**config.mk**
```make
export PLATFORM = sky130hd
export DESIGN_NAME = fifo_pad_flat
export DESIGN_NICKNAME = d
export VERILOG_FILES = /design/src/rtl/fifo_pad_if.sv /design/src/rtl/fifo_pad.sv /design/src/flat_wrapper.sv
export SDC_FILE = /design/constraint.sdc
export NUM_CORES = 1
export LEC_CHECK = 0
export CAP_MARGIN = 20
export CORE_MARGIN = 2
export CORE_UTILIZATION = 57
export CTS_CLUSTER_DIAMETER = 80
export DETAILED_ROUTE_END_ITERATION = 8
export PLACE_DENSITY = 0.72
export SLEW_MARGIN = 20
export SYNTH_ARGS = -nofsm -noshare
export SYNTH_HDL_FRONTEND = slang
export SYNTH_SLANG_ARGS = --single-unit
```
**constraint.sdc**
```tcl
create_clock -name i_clk_pad -period 2.6 [get_ports i_clk_pad]
set_clock_uncertainty 0.05 [all_clocks]
set_input_delay 0.78 -clock i_clk_pad [delete_from_list [all_inputs] [get_ports i_clk_pad]]
set_output_delay 0.78 -clock i_clk_pad [all_outputs]
set_load 0.01 [all_outputs]
```
**src/rtl/fifo_pad_if.sv**
```systemverilog
// Purpose: pad-level push/pop bundle between a producer/consumer and fifo_pad.
// Latency: none; wires only.
// Backpressure: o_full_pad / o_empty_pad tell the master when pushes/pops will be dropped.
// Ports (signals): i_wr_en_pad, i_wr_data_pad, i_rd_en_pad driven by master;
//                  o_rd_data_pad, o_full_pad, o_empty_pad driven by the FIFO (slave).
interface fifo_pad_if #(
    parameter int DATASIZE = 8
);
    logic                i_wr_en_pad;
    logic [DATASIZE-1:0] i_wr_data_pad;
    logic                i_rd_en_pad;
    logic [DATASIZE-1:0] o_rd_data_pad;
    logic                o_full_pad;
    logic                o_empty_pad;

    modport master (
        output i_wr_en_pad,
        output i_wr_data_pad,
        output i_rd_en_pad,
        input  o_rd_data_pad,
        input  o_full_pad,
        input  o_empty_pad
    );

    modport slave (
        input  i_wr_en_pad,
        input  i_wr_data_pad,
        input  i_rd_en_pad,
        output o_rd_data_pad,
        output o_full_pad,
        output o_empty_pad
    );
endinterface

```
**src/rtl/fifo_pad.sv**
```systemverilog
// Purpose: single-clock first-word-fall-through FIFO used as the chip-top data buffer.
// Latency: a word pushed at edge N is on o_rd_data_pad right after edge N; next word one cycle after a pop.
// Backpressure: push while full and pop while empty are silently dropped; flags come from registered pointers.
// Ports: i_clk_pad (clock), i_rst_n_pad (async active-low reset),
//        pad (fifo_pad_if.slave: push enable/data, pop enable, head data, full, empty).
module fifo_pad #(
    parameter int DATASIZE  = 8,
    parameter int ADDRSIZE  = 4,
    parameter int MEM_DEPTH = 16
) (
    input  logic         i_clk_pad,
    input  logic         i_rst_n_pad,
    fifo_pad_if.slave    pad
);

    // Reset assertion is immediate; release is delayed through two flops so
    // the pointer flops leave reset synchronously to i_clk_pad.
    logic [1:0] rst_sync;
    logic       rst_live_n;

    always_ff @(posedge i_clk_pad or negedge i_rst_n_pad) begin
        if (!i_rst_n_pad) begin
            rst_sync <= 2'b00;
        end else begin
            rst_sync <= {rst_sync[0], 1'b1};
        end
    end

    assign rst_live_n = rst_sync[1];

    // Extra MSB on each pointer is the wrap bit that separates full from empty.
    logic [ADDRSIZE:0]   wr_ptr;
    logic [ADDRSIZE:0]   rd_ptr;
    logic [DATASIZE-1:0] mem [MEM_DEPTH];
    logic                empty;
    logic                full;
    logic                wr_fire;
    logic                rd_fire;

    assign empty = (wr_ptr == rd_ptr);
    assign full  = (wr_ptr[ADDRSIZE-1:0] == rd_ptr[ADDRSIZE-1:0]) &&
                   (wr_ptr[ADDRSIZE] != rd_ptr[ADDRSIZE]);

    // Both decisions use pre-edge flags, so a pop on a full FIFO frees a slot
    // only for the following cycle, and a push on an empty one cannot be popped
    // in the same cycle.
    assign wr_fire = pad.i_wr_en_pad && !full && rst_live_n;
    assign rd_fire = pad.i_rd_en_pad && !empty;

    always_ff @(posedge i_clk_pad or negedge rst_live_n) begin
        if (!rst_live_n) begin
            wr_ptr <= '0;
            rd_ptr <= '0;
        end else begin
            if (wr_fire) begin
                wr_ptr <= wr_ptr + (ADDRSIZE+1)'(1);
            end
            if (rd_fire) begin
                rd_ptr <= rd_ptr + (ADDRSIZE+1)'(1);
            end
        end
    end

    // Storage carries no reset; stale words are hidden by the empty gate below.
    always_ff @(posedge i_clk_pad) begin
        if (wr_fire) begin
            mem[wr_ptr[ADDRSIZE-1:0]] <= pad.i_wr_data_pad;
        end
    end

    assign pad.o_rd_data_pad = empty ? '0 : mem[rd_ptr[ADDRSIZE-1:0]];
    assign pad.o_full_pad    = full;
    assign pad.o_empty_pad   = empty;

endmodule

```
**src/flat_wrapper.sv**
```systemverilog
// flat-port wrapper written by rule: the top's interface ports become plain ports
module fifo_pad_flat 
#(
    parameter int DATASIZE  = 8,
    parameter int ADDRSIZE  = 4,
    parameter int MEM_DEPTH = 16
)
  (i_clk_pad, i_rst_n_pad, pad_i_wr_en_pad, pad_i_wr_data_pad, pad_i_rd_en_pad, pad_o_rd_data_pad, pad_o_full_pad, pad_o_empty_pad);
  fifo_pad_if #(.DATASIZE(DATASIZE)) pad_i ();
  input  logic i_clk_pad;
  input  logic i_rst_n_pad;
  input wire logic [$bits(pad_i.i_wr_en_pad)-1:0] pad_i_wr_en_pad;
  input wire logic [$bits(pad_i.i_wr_data_pad)-1:0] pad_i_wr_data_pad;
  input wire logic [$bits(pad_i.i_rd_en_pad)-1:0] pad_i_rd_en_pad;
  output wire logic [$bits(pad_i.o_rd_data_pad)-1:0] pad_o_rd_data_pad;
  output wire logic [$bits(pad_i.o_full_pad)-1:0] pad_o_full_pad;
  output wire logic [$bits(pad_i.o_empty_pad)-1:0] pad_o_empty_pad;
  assign pad_i.i_wr_en_pad = pad_i_wr_en_pad;
  assign pad_i.i_wr_data_pad = pad_i_wr_data_pad;
  assign pad_i.i_rd_en_pad = pad_i_rd_en_pad;
  assign pad_o_rd_data_pad = pad_i.o_rd_data_pad;
  assign pad_o_full_pad = pad_i.o_full_pad;
  assign pad_o_empty_pad = pad_i.o_empty_pad;
  fifo_pad #(.DATASIZE(DATASIZE), .ADDRSIZE(ADDRSIZE), .MEM_DEPTH(MEM_DEPTH)) u_core (.i_clk_pad(i_clk_pad), .i_rst_n_pad(i_rst_n_pad), .pad(pad_i));
endmodule
```
==> run_results.csv, run 1 <==
group,metric,value,unit
power,switching_power,2.55,mW
synth,synth_enable_flop_cells,128,
final_layout,final_layout_size_suffix_gt1_share,41.1,%
floorplan,start_util,58.2,%
placement,post-place-ws,-270,ps
route,finalWirelength,12300,um
synth,synth_cell_type_count,39,
sta,period_needed,3090,ps
route,postRouteAntennaNets,0,
synth,synth_top_area_share,67.8,%
critical_path,critPathMaxFanout,8,
global_route,track_usage,24.4,%
power,p_sw_share,31.1,%
synth,syn_avg_cell_area,20.6,um2
synth,synth_seq_area_share,73.1,%
clock_network,numClockSinks,140,
power,clkPwrFrac,25.5,%
final_layout,layout_commonest_cell,"edfxtp_1",
sta,rsz0062_at_grt,"yes",
final_layout,antenna_cells,0,
worst_hold_path,min_path_type,"reg2async",
route,wl_per_cell,24.3,um
power,p_int,5.64,mW
global_route,grt_pass1_wl,18500,um
final_layout,area_growth,26.9,%
placement,place_congestion,0.771,
clock_network,cts.path.max_buffers,2,
clock_network,cts_max_level,4,
power,power,8.19,mW
power,seqPwrFrac,34.0,%
critical_path,crit_type,"reg2out",
critical_path,startpoint_type,"flip-flop",
synth,async_flop_share,8.57,%
sta,setup_viol,10,
final_layout,fin_util,73.9,%
outcome,outcome,"complete, but fails checks",
synth,syn_nets,292,
sta,setup_ws,-490,ps
clock_network,numCtsBuffers,17,
sta,hold_viol_final,0,
floorplan,coreArea,0.00973,mm2
route,first_pass_iters,5,
synth,synth_seq_cells,140,
synth,netlist_top_cells_area,"edfxtp_1 (68%), mux4_2 (8.7%), dfrtp_1 (5.3%)",
global_route,antenna_found_initial,0,
sta,relSlewSlack,59.0,%
critical_path,cp.arrival,2260,ps
route,vias_per_cell,5.96,
route,num_vias,3011,
floorplan,io_pins,22,
critical_path,crit_required,1770,ps
synth,syn_inst,275,
sta,tightest_slew,613,ps
placement,portBuffers,21,
flow_run,drv_cap,0,
clock_network,cts_tree,"built",
clock_network,clkLatencyLatePin,510,ps
global_route,overflow,0,
floorplan,dieArea,0.0108,mm2
outcome,violations,"negative setup slack",
clock_network,cts.clk_slew.worst_paths,60,ps
sta,fmax,324,MHz
global_route,grt_max_degree,33,
synth,syn_area,0.00567,mm2
sta,slew_viol_final,0,
floorplan,die_x,104,um
power,p_leak,2.52,nW
floorplan,die_h,104,um
sta,period_share,119,%
final_layout,final_cell_mix,"edfxtp_1 (128), buf_4 (41), mux4_2 (28)",
floorplan,rows,36,
power,ir_drop,870,uV
synth,yosysTopAreaCell,"edfxtp_1",
power,p_per_area,1140,mW/mm2
final_layout,nets,379,
power,comb_power_share,40.5,%
placement,hpwl,7020,um
route,drc,0,
synth,ys_dominant_reg_cell,"edfxtp_1",
global_route,grt_pass1_vias,3127,
route,drtIter0Drc,293,
clock_network,cts-root-buf,"clkbuf_8",
synth,yosysWarnings,0,
critical_path,critPathCaptureType,"primary output",
-- cell usage after synthesis (2+ instances only) --
library cell / count
dfrtp_1: 12
inv_1: 3
and2_1: 3
a21oi_1: 9
clkbuf_1: 2
xnor2_1: 11
mux4_2: 22
and3_1: 13
ha_1: 5
buf_2: 6
a22oi_1: 16
mux4_1: 10
nor2_1: 3
edfxtp_1: 128
nor2b_1: 5
buf_6: 2
buf_4: 2
xor2_1: 2
-- layout make-up --
class,instances,area (um2)
Multi-Input combinational cell,117,1520
Clock buffer,19,422
Timing Repair Buffer,83,842
Tap cell,133,166
Inverter,3,11.3
Sequential cell,140,4150
Fill cell,553,2540
Clock inverter,10,78.8
-- worst paths after layout --
| check | start | endpoint | slack [ps] | cells past startpoint |
|---|---|---|---|---|
| setup / recovery | u_core.rd_ptr[0] | pad_o_rd_data_pad[7] | -490 | 7 |
| hold / removal | u_core.rst_sync[1] | u_core.wr_ptr[0] | 190 | 1 |
| setup reg to reg | u_core.rd_ptr[2] | u_core.mem[15][0] | 320 | 7 |
| hold reg to reg | u_core.rst_sync[1] | u_core.wr_ptr[0] | 190 | 1 |
| max in group asynchronous | i_rst_n_pad | u_core.rst_sync[0] | 2010 | 1 |
| min in group i_clk_pad | u_core.rst_sync[0] | u_core.rst_sync[1] | 320 | 0 |
-- state kept, by name, summed over array words and instances, names as in the netlist --
signal and cells:
u_core.mem 128, u_core.rd_ptr 5, u_core.wr_ptr 5, u_core.rst_sync 2
-- per-layer routing --
metal,GRT usage (%),vias to the layer above,share of wire [%]
met4,7.43,0,1.8
met5,0,-,0
li1,-,1308,-
met2,39.9,139,52
met3,6.86,21,7.6
met1,32.5,1543,38
-- timing repair --
item / CTS / global route
endpoints found under the setup margin: 10 / 10
cloned: 2 / 0
setup buffers: 17 / 5
pin swaps: 8 / 8
resized for setup: 82 / 6
hold buffers: 0 / 0
-- logic make-up after synthesis --
kind of cell,after synthesis,synth area share [%]
DFF,140,73.1
muxes,34,13.8
AOI/OAI and AO/OA,32,4.26
and+or+nand+nor,31,3.40
buffers and inverters,18,1.94
xor gates and xnor gates,14,2.30
adders and majority gates,5,1.10
other,1,0.0662
-- worst max-delay path: stages, from the launching register on --
cell,delay [ps]
dfrtp_2,400
buf_12,140
buf_4,120
buf_12,90
mux4_1,540
a22oi_1,210
a21oi_1,90
buf_2,140
-- metrics by stage --
stage	instance area [um2]	cells	hold slack, ps	TNS, ps
2_1_floorplan	5670	275	85.4	0
3_3_place_gp	6360	455	196	-2090
3_5_place_dp	6360	455	196	-2220
4_1_cts	7180	502	202	-4290
5_1_grt	7190	505	212	-4730
6_report	7190	505	189	-3800
-- power groups by stage --
stage	logic [mW]	clock network (mW)	registers (mW)
final	3.32	2.08	2.79
after global placement	2.61	0	2.81
after global routing	3.52	2.23	2.80
after floorplan	1.59	0	2.77
after CTS	3.27	2.11	2.78
after detailed placement	2.64	0	2.81
Power figures use the tool's default switching activity.
==> run 2, diff against run 1 <==
--- a/config.mk
+++ b/config.mk
@@ -6,11 +6,13 @@
 export NUM_CORES = 1
 export LEC_CHECK = 0
 export CAP_MARGIN = 20
+export CELL_PAD_IN_SITES_DETAIL_PLACEMENT = 0
+export CELL_PAD_IN_SITES_GLOBAL_PLACEMENT = 1
 export CORE_MARGIN = 2
-export CORE_UTILIZATION = 57
+export CORE_UTILIZATION = 53
 export CTS_CLUSTER_DIAMETER = 80
 export DETAILED_ROUTE_END_ITERATION = 8
-export PLACE_DENSITY = 0.72
+export PLACE_DENSITY = 0.76
 export SLEW_MARGIN = 20
 export SYNTH_ARGS = -nofsm -noshare
 export SYNTH_HDL_FRONTEND = slang
==> run 2 against run 1 <==
The run still ends with negative setup slack left; utilization decreased by 3.1 points; cell area increased by 2.2%; die area increased by 7.3%; first-iteration DRC count decreased by 35%; sequential share of layout area decreased by 1.2 points; cell count unchanged; sequential power about the same.
==> run_results.csv, run 2 (synthesis gave the netlist of run 1 again) <==
group,metric,value,unit
final_layout,area_growth,29.6,%
clock_network,cts_hold_buf,0,
placement,hpwl,7550,um
floorplan,die_h,107,um
outcome,outcome,"complete, but fails checks",
critical_path,critPathMaxFanout,5,
final_layout,layout_commonest_cell,"edfxtp_1",
clock_network,cts-root-buf,"clkbuf_8",
flow_run,drv_cap,0,
global_route,met2_usage,39.8,%
sta,setup_ws,-428,ps
final_layout,final_cell_mix,"edfxtp_1 (128), mux4_2 (31), buf_4 (27)",
floorplan,rows,37,
route,finalWirelength,12700,um
critical_path,crit_required,1770,ps
clock_network,cts.path.max_buffers,2,
global_route,track_usage,24.0,%
final_layout,layout.cells.non_filler,505,
placement,place_inst,467,
global_route,busiest_layer,"met2",
clock_network,numClockSinks,140,
route,num_vias,2980,
final_layout,final-seq-area,0.00415,mm2
sta,hold_viol_final,0,
worst_hold_path,min_path_type,"reg2async",
sta,slew_viol_final,0,
route,drtIter0Drc,190,
global_route,antenna_found_initial,0,
route,vias_per_cell,5.90,
final_layout,nets,373,
global_route,grt_pass1_wl,18800,um
final_layout,largest_register_ffs,128,
clock_network,cts_max_level,4,
sta,relSlewSlack,60.3,%
critical_path,critPathCaptureType,"primary output",
sta,fmax,330,MHz
outcome,violations,"negative setup slack",
global_route,use_met1,30.1,%
floorplan,dieArea,0.0115,mm2
power,ir_drop,692,uV
clock_network,cts_tree,"built",
floorplan,start_util,54.6,%
critical_path,startpoint_type,"flip-flop",
floorplan,die_x,107,um
final_layout,antenna_cells,0,
critical_path,cp.arrival,2200,ps
floorplan,io_pins,22,
clock_network,clkLatencyLatePin,520,ps
floorplan,coreArea,0.0104,mm2
global_route,grt_pass1_vias,3128,
clock_network,cts.clk_slew.worst_paths,60,ps
final_layout,final_layout_size_suffix_gt1_share,41.7,%
sta,setup_viol,10,
route,postRouteAntennaNets,0,
route,first_pass_iters,4,
sta,holdWs,41.8,ps
global_route,overflow,0,
global_route,grt_use_met3,5.08,%
sta,tightest_slew,594,ps
power,p_per_area,1160,mW/mm2
critical_path,crit_type,"reg2out",
final_layout,fillCellCount,620,
sta,period_share,116,%
sta,rsz0062_at_grt,"yes",
placement,place_congestion,0.750,
final_layout,fin_util,70.8,%
power,p_leak,2.55,nW
global_route,grt_max_degree,17,
sta,setup_tns,-3670,ps
sta,period_needed,3030,ps
placement,post-place-ws,-309,ps
route,drc,0,
clock_network,numCtsBuffers,17,
placement,portBuffers,21,
final_layout,multiInputGateArea,0.00150,mm2
route,wl_per_cell,25.1,um
[run 2: changes by cell type in the layout (fill, tap and decap cells not counted), moves of 3 or more]
cell / before / now
mux4_2: 28 / 31
buf_4: 41 / 27
bufinv_16: 1 / 4
mux4_1: 4 / 1
buf_12: 13 / 21
[run 2: worst max-delay path: stages, from the launching register on]
cell and delay, ps:
dfrtp_2 430, buf_8 160, buf_12 110, mux4_2 520
a22oi_2 200, a21oi_2 100, buf_2 150
[run 2: cell type report]
type | instances | share of cell area, %
Tap cell | 136 | 2.32
Multi-Input combinational cell | 117 | 20.4
Clock buffer | 18 | 5.69
Timing Repair Buffer | 77 | 12.7
Inverter | 3 | 0.153
Clock inverter | 14 | 2.39
Sequential cell | 140 | 56.4
[run 2: worst paths after layout]
kind / start / endpoint / slack (ps) / cells after the start
setup / recovery: u_core.rd_ptr[0] / pad_o_rd_data_pad[3] / -430 / 6
hold / removal: u_core.rst_sync[1] / u_core.wr_ptr[2] / 40 / 0
setup reg to reg: u_core.rd_ptr[0] / u_core.mem[5][2] / 400 / 7
hold reg to reg: u_core.rst_sync[1] / u_core.wr_ptr[2] / 40 / 0
max in group asynchronous: i_rst_n_pad / u_core.rst_sync[1] / 2010 / 1
min in group i_clk_pad: u_core.rst_sync[0] / u_core.rst_sync[1] / 310 / 0
[run 2: power breakdown]
group | internal (mW) | switching [mW]
combinational | 1.75 | 1.56
sequential | 2.65 | 0.136
clock | 1.54 | 0.860
[run 2: what timing repair did]
item	in CTS	in global routing
pin swaps	17	5
buffers inserted	5	0
endpoints found under the setup margin	10	10
gates cloned	2	1
gates resized for setup	73	7
[run 2: routing by layer]
layer / vias up / wire (um) / share of wire (%)
li1: 1297 / - / -
met1: 1536 / 4810 / 38
met2: 123 / 6710 / 53
met3: 24 / 769 / 6.1
met4: 0 / 369 / 2.9
met5: - / 0 / 0
[run 2: metrics by stage]
stage          power, mW  area (um2)
2_1_floorplan       4.36        5670
3_3_place_gp        5.64        6590
3_5_place_dp        5.69        6590
4_1_cts             8.34        7280
5_1_grt             8.81        7340
6_report            8.50        7340
